===== src/rtl/display_pkg.sv =====
// Shared types and constants for the dual-digit seven-segment multiplexer.
// Holds the FSM state enum, the dark-output constants and the glyph table.
package display_pkg;

  typedef enum logic [1:0] {
    S_BLANK0,
    S_DIG0,
    S_BLANK1,
    S_DIG1
  } mux_state_t;

  localparam logic [6:0] SEG_OFF = 7'h7F;
  localparam logic [1:0] AN_OFF  = 2'b11;
  localparam logic [1:0] AN_DIG0 = 2'b10;
  localparam logic [1:0] AN_DIG1 = 2'b01;

  // Active-low {g,f,e,d,c,b,a} glyphs for 0-9, A, b, C, d, E, F.
  localparam logic [6:0] GLYPH [0:15] = '{
    7'h40, 7'h79, 7'h24, 7'h30,
    7'h19, 7'h12, 7'h02, 7'h78,
    7'h00, 7'h10, 7'h08, 7'h03,
    7'h46, 7'h21, 7'h06, 7'h0E
  };

endpackage


===== src/rtl/display_mux_seg7_dec.sv =====
// Combinational hex-to-seven-segment decoder, active-low outputs.
// Ports: hex_i nibble in, seg_o {g,f,e,d,c,b,a} out.
module seg7_dec (
  input  logic [3:0] hex_i,
  output logic [6:0] seg_o
);

  always_comb begin
    seg_o = 7'h7F;
    unique case (hex_i)
      4'h0: seg_o = 7'b1000000;
      4'h1: seg_o = 7'b1111001;
      4'h2: seg_o = 7'b0100100;
      4'h3: seg_o = 7'b0110000;
      4'h4: seg_o = 7'b0011001;
      4'h5: seg_o = 7'b0010010;
      4'h6: seg_o = 7'b0000010;
      4'h7: seg_o = 7'b1111000;
      4'h8: seg_o = 7'b0000000;
      4'h9: seg_o = 7'b0010000;
      4'hA: seg_o = 7'b0001000;
      4'hB: seg_o = 7'b0000011;
      4'hC: seg_o = 7'b1000110;
      4'hD: seg_o = 7'b0100001;
      4'hE: seg_o = 7'b0000110;
      4'hF: seg_o = 7'b0001110;
      default: seg_o = 7'h7F;
    endcase
  end

endmodule


===== src/rtl/display_mux.sv =====
// Time-multiplexed driver for a dual common-anode seven-segment display.
// Ports: clk, reset_n (async, low), s value in, seg/an active-low out.
module display_mux #(
  parameter int DWELL = 24000,
  parameter int BLANK = 240,
  parameter int CNT_W = 16
) (
  input  logic       clk,
  input  logic       reset_n,
  input  logic [7:0] s,
  output logic [6:0] seg,
  output logic [1:0] an
);

  import display_pkg::*;

  localparam logic [CNT_W-1:0] DW_M1 = CNT_W'(DWELL - 1);
  localparam logic [CNT_W-1:0] BL_M1 = CNT_W'(BLANK - 1);

  mux_state_t       state_q, state_d;
  logic [CNT_W-1:0] cnt_q, cnt_d;
  logic [CNT_W-1:0] len_m1;
  logic [7:0]       val_q, val_d;
  logic [1:0]       an_q, an_d;
  logic [6:0]       seg_q, seg_d;
  logic [3:0]       dec_in;
  logic [6:0]       dec_out;
  logic             last;

  assign len_m1 = (state_q == S_DIG0 || state_q == S_DIG1)
                ? DW_M1 : BL_M1;
  assign last   = (cnt_q == len_m1);

  always_comb begin
    state_d = state_q;
    cnt_d   = cnt_q + CNT_W'(1);
    val_d   = val_q;
    if (last) begin
      cnt_d = '0;
      unique case (state_q)
        S_BLANK0: begin
          state_d = S_DIG0;
          val_d   = s;
        end
        S_DIG0:   state_d = S_BLANK1;
        S_BLANK1: state_d = S_DIG1;
        default:  state_d = S_BLANK0;
      endcase
    end
  end

  // Outputs are computed from the next state so they register on
  // the same edge as the state itself; the freshly captured value
  // must feed the decoder on the edge entering S_DIG0.
  assign dec_in = (state_d == S_DIG1) ? val_d[7:4] : val_d[3:0];

  seg7_dec u_dec (
    .hex_i (dec_in),
    .seg_o (dec_out)
  );

  always_comb begin
    an_d  = AN_OFF;
    seg_d = SEG_OFF;
    unique case (state_d)
      S_DIG0: begin
        an_d  = AN_DIG0;
        seg_d = dec_out;
      end
      S_DIG1: begin
        an_d  = AN_DIG1;
        seg_d = dec_out;
      end
      default: begin
        an_d  = AN_OFF;
        seg_d = SEG_OFF;
      end
    endcase
  end

  always_ff @(posedge clk or negedge reset_n) begin
    if (!reset_n) begin
      state_q <= S_BLANK0;
      cnt_q   <= '0;
      val_q   <= 8'h00;
      an_q    <= AN_OFF;
      seg_q   <= SEG_OFF;
    end else begin
      state_q <= state_d;
      cnt_q   <= cnt_d;
      val_q   <= val_d;
      an_q    <= an_d;
      seg_q   <= seg_d;
    end
  end

  assign seg = seg_q;
  assign an  = an_q;

endmodule


===== config.mk =====
export PLATFORM = sky130hd
export DESIGN_NAME = display_mux
export DESIGN_NICKNAME = d
export VERILOG_FILES = /design/src/rtl/display_pkg.sv /design/src/rtl/display_mux_seg7_dec.sv /design/src/rtl/display_mux.sv
export SDC_FILE = /design/constraint.sdc
export NUM_CORES = 1
export LEC_CHECK = 0
export CAP_MARGIN = 20
export CORE_MARGIN = 8
export CORE_UTILIZATION = 57
export CTS_CLUSTER_SIZE = 20
export DETAILED_ROUTE_END_ITERATION = 16
export PLACE_DENSITY = 0.81
export REMOVE_ABC_BUFFERS = 1
export SETUP_SLACK_MARGIN = 0.1
export SLEW_MARGIN = 40
export SYNTH_ARGS = -nofsm -noshare
export SYNTH_HDL_FRONTEND = slang
export SYNTH_HIERARCHICAL = 1
export SYNTH_SLANG_ARGS = --single-unit
export TNS_END_PERCENT = 100

===== constraint.sdc =====
create_clock -name clk -period 3.38 [get_ports clk]
set_input_delay 0.676 -clock clk [delete_from_list [all_inputs] [get_ports clk]]
set_output_delay 0.676 -clock clk [all_outputs]
set_load 0.02 [all_outputs]

==> flow_summary.ini <==
[clock_tree]
root_buffer = clkbuf_4
cts_num_sinks = 35
clkLatencyLatePin_ps = 320
clk_pin_slew_worst_paths_ps = 90
cts-buffers-inserted = 5
htree_levels = 2
cts_tree = done
clockBufferDepth = 2

[final_layout]
final_cell_mix = dfrtp_1, clkdlybuf4s50_1, nor2_1
drive_gt1_share_pct = 21.2
fillCellCount = 256
nNetsFinal = 219
seqCellArea_um2 = 888
postLayoutCoreUtil_pct = 68.9
final_common_cell = dfrtp_1
multi_input_area_mm2 = 0.00108
final_area_mm2 = 0.00233
n_antenna_cell = 0
syn_to_final_growth_pct = 13.8

[drt]
ant_nets = 0
first_pass_iters = 4
vias = 1389
drt-initial-drc-count = 51
viasPerCell = 5.69
wl_mm = 3.80
route.detailed.drc = 0
wl_per_cell_um = 15.6

[logic_synthesis]
avgSynthCellArea_um2 = 11.8
synth_simple_gate_area_share_pct = 14.0
synth.distinct_cells = 43
synth.ff_latch_count = 35
synth_top_family_by_area = multiplexers
synth_cells = 174
synthXorXnorAreaFrac_pct = 5.98
synth_edf_count = 0
yosysWarnings = 6
postSynth.asyncResetShare_pct = 100
syn_area_mm2 = 0.00205
synth_flop_cell = dfrtp_1
synthMuxAreaShare_pct = 18.8
ys_seq_area_share_pct = 43.3
synth_compound_area_share_pct = 7.02
yosys.area_share.adder_pct = 6.71

[outcome]
status = finished clean

[timing]
finalCritPeriodShare_pct = 92.1
fin_crit_ps = 3110
final_max_slew_viol_count = 0
skew_ps = 7.50
setup_tns_ps = 0
rsz0062_at_grt = false
finalSetupViolCount = 0
tightestPinTransition_ps = 618
hold_viol = 0
max_freq_ghz = 0.321
slew_headroom_pct = 58.6

[worst_hold_path]
hold_path_class = reg2reg

[power_and_ir_drop]
switching_share_pct = 22.7
vdd_drop_max_v = 0.000176
p_sw_uw = 158
clockPowerShare_pct = 29.3
p_seq_share_pct = 61.6
powerDensity_mw_per_mm2 = 297
leakagePower_nw = 1.02
p_comb_share_pct = 9.1
p_int_uw = 536

[setup_path]
start_kind = flip-flop
cp_cell_sequence = or4_4, mux2i_4, and3_2, mux2_1, inv_1, ha_1, inv_1, mux4_1, o21bai_1
crit_top_cell = inv_1
cp_max_fo = 7
end_kind = flip-flop
crit_path_max_incr_delay_ps = 560
arrival_ps = 3350
cp.required_ps = 3620
crit_type = reg2reg
cp_slowest_cell = or4_4

[floorplan]
fp-row-count = 21
die_h_um = 76.0
die-area_mm2 = 0.00577
core_mm2 = 0.00339
pin_count = 19
start_util_pct = 60.5
dieWidth_um = 76.0

[placement]
globalplace.congestion = 0.791
place_area_mm2 = 0.00228
hpwl_mm = 2.88
portBuffers = 18

[global_route]
grt_pass1_wl_mm = 6.87
groute.usage.overall_pct = 14.3
grt_antenna_before_repair = 0
grt_max_degree = 36
grt_pass1_vias = 1461
grt_overflow = 0

[flow_run]
max_cap_viol_count = 0
-- registers in the layout, summed over array words and instances, names as in the netlist --
name and cells:
seg 7, cnt_q 16, val_q 8, state_q 2, an 2
-- stage by stage --
step | power, mW | hold slack [ps] | cells | worst slack [ps]
floorplan | 0.470 | 380 | 168 | 199
global placement | 0.495 | 457 | 237 | 266
detailed placement | 0.498 | 456 | 237 | 118
CTS | 0.704 | 472 | 244 | 102
global route | 0.734 | 499 | 244 | 118
finish | 0.694 | 468 | 244 | 265
-- area by class of cell --
type	instances	area share (%)
Multi-Input combinational cell	121	46.3
Tap cell	46	2.47
Sequential cell	35	38.0
Timing Repair Buffer	23	9.32
Clock buffer	7	1.93
Inverter	12	1.93
-- power by group through the flow --
| stage | registers (mW) | logic (mW) | clock network [mW] |
|---|---|---|---|
| 5_1_grt | 0.428 | 0.0700 | 0.235 |
| 6_report | 0.427 | 0.0631 | 0.204 |
| 2_1_floorplan | 0.434 | 0.0362 | 0 |
| 4_1_cts | 0.427 | 0.0637 | 0.213 |
| 3_3_place_gp | 0.435 | 0.0601 | 0 |
| 3_5_place_dp | 0.435 | 0.0635 | 0 |
-- cells by family after synthesis --
kind of cell / Yosys count
AO/OA/AOI/OAI: 18
XOR/XNOR: 14
adder cells (fa/ha/maj): 11
buffers and inverters: 18
flip-flops: 35
multiplexers: 28
AND/OR/NAND/NOR: 50
-- worst max-delay path, delay by kind of cell (launching register included) --
family / cells / cell delay, ps
DFF: 1 / 470
AOI/OAI and AO/OA: 1 / 160
and+or+nand+nor: 2 / 880
muxes: 3 / 1160
buffers and inverters: 2 / 210
adders and majority gates: 1 / 160
-- final timing paths --
path | startpoint | endpoint | slack [ps] | depth (start not counted)
worst min register to register | cnt_q[15]$_DFF_PN0_ | cnt_q[15]$_DFF_PN0_ | 470 | 1
worst max-delay path | state_q[0]$_DFF_PN0_ | seg[3]$_DFF_PN1_ | 270 | 9
worst max register to register | state_q[0]$_DFF_PN0_ | seg[3]$_DFF_PN1_ | 270 | 9
max in group asynchronous | reset_n | seg[5]$_DFF_PN1_ | 2280 | 2
min in group asynchronous | reset_n | cnt_q[13]$_DFF_PN0_ | 750 | 2
worst min-delay path | cnt_q[15]$_DFF_PN0_ | cnt_q[15]$_DFF_PN0_ | 470 | 1
-- synthesized netlist by cell type, drive strengths merged, types with 6 or more instances --
master	instances	area share [%]
dfrtp	26	32
mux2	18	10
nor2	17	3.1
inv	12	2.2
ha	11	6.7
dfstp	9	12
xnor2	9	3.8
o21bai	7	2.6
buf	6	2.0
nand3	6	1.5
-- routing by layer --
metal	part of all wire (%)	vias up	GRT usage, %	routed length (µm)
met1	44	707	16.7	1680
met2	52	10	24.3	2000
met4	1.5	0	5.29	56
met5	0	-	0	0
li1	-	666	-	-
met3	1.9	6	3.89	71
-- what timing repair did --
action	4_1_cts	5_1_grt
hold buffers	0	0
resized for setup	0	3
buffers inserted	0	0
setup endpoints to repair	0	4
Note: power is estimated with default switching activity, not from simulation.
